--- src/rtl/sampling_pkg.sv ---
// sampling_pkg: timebase states and the time/div scale-to-period table
package sampling_pkg;
  typedef enum logic [1:0] {IDLE, ARMED, RUN} state_t;
  localparam int unsigned DEFAULT_PERIOD = 10_000_000;
  localparam int unsigned PERIOD_TABLE [16] = '{
    100, 200, 400, 1_000, 2_000, 4_000, 10_000, 20_000,
    40_000, 100_000, 200_000, 400_000, 1_000_000, 2_000_000, 4_000_000, 10_000_000
  };
  // Codes outside 1..16 fall back to the slowest timebase
  function automatic int unsigned scale_to_period(input int unsigned code);
    return (code >= 1 && code <= 16) ? PERIOD_TABLE[4'(code - 1)] : DEFAULT_PERIOD;
  endfunction
endpackage

--- src/rtl/scale_period_lut.sv ---
// scale_period_lut: combinational time/div code to sample period in clk cycles
module scale_period_lut
  import sampling_pkg::*;
#(
  parameter int CNT_W       = 32,
  parameter int SCALE_W     = 5,
  parameter int PERIOD_MULT = 1
) (
  input  logic [SCALE_W-1:0] i_code,
  output logic [CNT_W-1:0]   o_period
);
  assign o_period = CNT_W'(scale_to_period(32'(i_code))) * CNT_W'(PERIOD_MULT);
endmodule

--- src/rtl/sample_tick_gen.sv ---
// sample_tick_gen: arm/trigger timebase emitting one sample strobe per period for one frame
module sample_tick_gen
  import sampling_pkg::*;
#(
  parameter int CNT_W       = 32,
  parameter int SCALE_W     = 5,
  parameter int PERIOD_MULT = 1,
  parameter int FRAME_LEN   = 1000,
  parameter int IDX_W       = (FRAME_LEN > 1) ? $clog2(FRAME_LEN) : 1
) (
  input  logic               clk,
  input  logic               rst_n,
  input  logic [SCALE_W-1:0] scale_in,
  input  logic               continuous,
  input  logic               arm,
  input  logic               trig,
  input  logic               abort,
  output logic               sample_tick,
  output logic [IDX_W-1:0]   sample_idx,
  output logic               frame_done,
  output logic               busy,
  output logic [CNT_W-1:0]   period_out
);
  localparam logic [CNT_W-1:0] RST_PERIOD = CNT_W'(DEFAULT_PERIOD) * CNT_W'(PERIOD_MULT);
  localparam logic [IDX_W-1:0] LAST_IDX   = IDX_W'(FRAME_LEN - 1);
  state_t r_state, w_next;
  logic [CNT_W-1:0] r_cnt, w_period;
  logic [IDX_W-1:0] w_nidx;
  logic w_fire, w_end;
  scale_period_lut #(.CNT_W(CNT_W), .SCALE_W(SCALE_W), .PERIOD_MULT(PERIOD_MULT)) u_lut (
    .i_code  (scale_in),
    .o_period(w_period)
  );
  always_ff @(posedge clk or negedge rst_n)
    if (!rst_n) r_state <= IDLE;
    else        r_state <= w_next;
  always_comb begin
    w_next = r_state;
    if (abort)                        w_next = IDLE;
    else if (w_end)                   w_next = continuous ? ARMED : IDLE;
    else if (r_state == IDLE && arm)  w_next = ARMED;
    else if (w_fire)                  w_next = RUN;
  end
  // The trigger strobe is index 0; each period wrap in RUN advances the index
  always_comb begin
    w_nidx = (r_state == RUN) ? sample_idx + IDX_W'(1) : '0;
    w_fire = !abort && ((r_state == ARMED && trig) ||
                        (r_state == RUN && r_cnt == period_out - CNT_W'(1)));
    w_end  = w_fire && w_nidx == LAST_IDX;
  end
  always_ff @(posedge clk or negedge rst_n)
    if (!rst_n) begin
      sample_tick <= 1'b0;
      frame_done  <= 1'b0;
      busy        <= 1'b0;
      sample_idx  <= '0;
      r_cnt       <= '0;
      period_out  <= RST_PERIOD;
    end else begin
      sample_tick <= w_fire;
      frame_done  <= w_end;
      busy        <= r_state != IDLE;
      r_cnt       <= (w_fire || r_state != RUN) ? '0 : r_cnt + CNT_W'(1);
      if (w_fire) sample_idx <= w_nidx;
      if (w_next == ARMED && (r_state == IDLE || w_end)) period_out <= w_period;
    end
endmodule
--- config.mk ---
export PLATFORM = sky130hd
export DESIGN_NAME = sample_tick_gen
export DESIGN_NICKNAME = d
export VERILOG_FILES = /design/src/rtl/sampling_pkg.sv /design/src/rtl/scale_period_lut.sv /design/src/rtl/sample_tick_gen.sv
export SDC_FILE = /design/constraint.sdc
export NUM_CORES = 1
export LEC_CHECK = 0
export CAP_MARGIN = 20
export CELL_PAD_IN_SITES_DETAIL_PLACEMENT = 0
export CELL_PAD_IN_SITES_GLOBAL_PLACEMENT = 2
export CORE_MARGIN = 3
export CORE_UTILIZATION = 30
export DETAILED_ROUTE_END_ITERATION = 10
export GPL_ROUTABILITY_DRIVEN = 0
export GPL_TIMING_DRIVEN = 0
export PLACE_DENSITY_LB_ADDON = 0.1
export SYNTH_ARGS = -nofsm -noshare
export SYNTH_HDL_FRONTEND = slang
export SYNTH_SLANG_ARGS = --single-unit
--- constraint.sdc ---
create_clock -name clk -period 3.5 [get_ports clk]
set_input_delay 0.875 -clock clk [delete_from_list [all_inputs] [get_ports clk]]
set_output_delay 0.875 -clock clk [all_outputs]
set_load 0.05 [all_outputs]
==> metrics.md <==
| Metric | Value |
|---|---|
| FP Rows | 45 |
| Hold Path Class | input port to async pin |
| Post-synth top flop | dfrtp_1 |
| Core Box Area | 15400 µm² |
| Vias in the first global route | 4378 |
| Finish-stage setup viols | 0 |
| Crit path max fanout | 10 |
| Hold Buf Count CTS | 0 |
| Fin nets | 674 |
| Die width | 132 µm |
| Share of post-route cells with drive strength above 1 | 17.8% |
| Port bufs | 43 |
| Cells taking the most area after synthesis | dfrtp_1 (31%), xor2_1 (6.6%), xnor2_1 (5.1%), nor2_1 (4.5%), dfstp_2 (4.4%) |
| Mapped Cells | 568 |
| WS Path Type | register to register |
| Max-Cap Viols | 0 |
| CP max stage cell | or4_4 |
| Layout area overhead | 31.5% |
| Cell variety after synth | 63 |
| # fillers | 1597 |
| First-pass GRT wire length | 23500 µm |
| Htree depth | 3 |
| Root buffer cell | clkbuf_16 |
| Post-synth top cells | dfrtp_1 (60), nor2_1 (58), nand2_1 (39), xor2_1 (36), nand3_1 (30) |
| Hpwl dp | 10500 µm |
| Measured slew at the worst slew-check pin | 0.781 ns |
| Crit end category | register |
| Top-area cell type share of the netlist area | 31.3% |
| Worst slew margin | 47.5% |
| Period minus WS final | 3.44 ns |
| Drt pass-1 iters | 4 |
| Worst VDD drop | 0.237 mV |
| Mean cell area of the mapped netlist | 8.43 µm² |
| Largest net degree at the start of global routing | 36 |
| Placed Cells | 833 |
| Post-route ant nets | 0 |
| Cell Count, Final, Fillers Out | 868 |
| Vias per cell | 5.06 |
| CP Cell Sequence | or4_4, or4_1, a32o_1, a211o_1, a2111o_1, a211o_1, buf_6, buf_8, o22a_1 |
| DRC Markers | 0 |
| Clock Path Buffers | 2 |
| Final hold vios | 0 |
| Initial antenna violation count | 0 |
| Avg WL per Cell | 16.8 µm |
| WP data required | 3.76 ns |
| Pins over their slew limit | 0 |
| Starting density of the core | 31.0% |
| Clock Skew | 0.00754 ns |
| Clk sink count | 68 |
| Post-synth EDFFs | 0 |
| TritonCTS clock tree | built |
| Gr usage total | 16.7% |
| I/O Pins | 56 |
| Buffers and inverters on the worst path | 2 |
| Setup TNS | 0 ns |
| Hold_ws | 0.492 ns |
| Clk_lat worst skew | 0.34 ns |
| Async set or reset register ratio after synthesis | 100% |
| Area occupied by multi-input gates | 2950 µm² |
| Yosys warns | 0 |
| Routed WL | 14600 µm |
| Reg area | 1720 µm² |
| Lkg Pwr | 2.47 nW |
| Area leader, netlist | dfrtp_1 |
| #FFs+latches synth | 68 |
| Max Clk Rate | 291 MHz |
| Diode count | 0 |
| RSZ-0062 raised after global routing | true |
| Status | finished, final reports clean |
| Post-Syn Area | 4790 µm² |
| Total gr overflow | 0 |
| Initial drt markers | 217 |
| Vias | 4389 |
| Most frequent cell after synthesis | dfrtp_1 |
| Arrival @ worst endpoint | 3.70 ns |
| Crit path largest cell delay | 0.56 ns |
| Fin crit share | 98.2% |
| Die area | 17500 µm² |
| Die H | 132 µm |
| P per Cell Area | 460 nW/µm² |
| Seq/Total Area, Yosys | 35.7% |
| Top delay family on crit path | compound AO/OA/AOI/OAI gates |
| Clock slew at reported path FFs | 0.06 ns |
| Startpoint Class | register |
| CP most frequent cell | a211o_1 |
| TritonCTS Buffers | 9 |
[cell families after synthesis]
family,count (synthesis),share of synthesized area [%]
muxes,4,0.836
other,1,0.0783
xor gates and xnor gates,64,11.7
buffers and inverters,78,7.37
adders and majority gates,11,2.87
DFF,68,35.7
AOI/OAI and AO/OA,119,17.5
and+or+nand+nor,223,24.0
[path summary, 6_finish.rpt]
path | from | end | slack, ns | depth (start not counted)
worst max register to register | period_out[4] | period_out[23] | 0.06 | 9
max in group asynchronous | rst_n | r_cnt[18] | 2.44 | 2
worst max-delay path | period_out[4] | period_out[23] | 0.06 | 9
worst min register to register | r_state[1] | busy | 0.53 | 2
worst min-delay path | rst_n | r_cnt[5] | 0.49 | 1
min in group clk | r_state[1] | busy | 0.53 | 2
[sequential cells by signal, indices dropped and copies added, names as in the netlist]
name         flops
sample_idx      10
r_cnt           32
r_state          2
period_out      21
busy             1
frame_done       1
sample_tick      1
[what timing repair did]
action / in CTS / in global routing
pin swaps: 16 / 9
cloned: 1 / 3
buffers inserted: 13 / 11
endpoints found under the setup margin: 67 / 66
resized for setup: 32 / 31
[cell usage in the layout, fill, tap and decap left out, drive strengths merged, types with 5 or more instances in the layout]
| cell type | Yosys | layout |
|---|---|---|
| o31ai | 7 | 7 |
| clkbuf | 26 | 35 |
| dfrtp | 60 | 60 |
| inv | 28 | 28 |
| a31oi | 6 | 6 |
| o22a | 9 | 9 |
| nor2 | 58 | 58 |
| o22ai | 7 | 7 |
| nor3 | 14 | 14 |
| nor4 | 12 | 12 |
| xnor2 | 28 | 28 |
| and2 | 8 | 8 |
| ha | 11 | 11 |
| clkdlybuf4s50 | 0 | 42 |
| buf | 24 | 50 |
| o21ai | 29 | 29 |
| conb | 1 | 11 |
| nand3 | 30 | 30 |
| and3 | 9 | 9 |
| and4 | 5 | 5 |
| a21oi | 19 | 19 |
| nand2 | 39 | 39 |
| xor2 | 36 | 36 |
| a21o | 9 | 9 |
| nand4 | 13 | 13 |
| nor2b | 6 | 6 |
| o41ai | 5 | 5 |
| dfstp | 8 | 8 |
| or4 | 7 | 7 |
[final cells by class]
cell class | instances | share of cell area [%]
clock buffer | 14 | 4.03
multi-input combinational | 432 | 46.9
timing repair buffer | 72 | 11.5
clock inverter | 2 | 0.159
sequential | 68 | 27.3
inverter | 28 | 1.67
tap | 211 | 4.19
buffer | 41 | 4.23
[routing by layer]
layer	wire, µm	vias up	global-route usage (%)	part of all wire, %
li1	-	2164	-	-
met1	7090	2132	22.8	49
met2	6750	75	26.8	46
met3	481	18	2.98	3.3
met4	255	0	5.66	1.7
met5	0	-	0	0
[metrics by stage]
| stage | worst slack, ns | cell area (µm²) | utilization, % | power (mW) |
|---|---|---|---|---|
| after floorplan | 0.0322 | 4870 | - | 1.65 |
| final | 0.0643 | 6300 | 40.8 | 2.89 |
| after detailed placement | -0.720 | 5580 | 36.2 | 1.97 |
| after CTS | -0.00883 | 6070 | 39.3 | 2.87 |
| after global placement | -1.30 | 5560 | 36.1 | 1.96 |
| after global routing | -0.0436 | 6300 | 40.8 | 3.05 |
[power by group]
part / internal, mW / switching, mW / leakage (nW) / total (mW)
clock: 0.498 / 0.342 / 0.131 / 0.840
sequential: 0.887 / 0.162 / 0.853 / 1.05
combinational: 0.381 / 0.625 / 1.49 / 1.01
No activity file was read; power rests on OpenSTA's default activity.
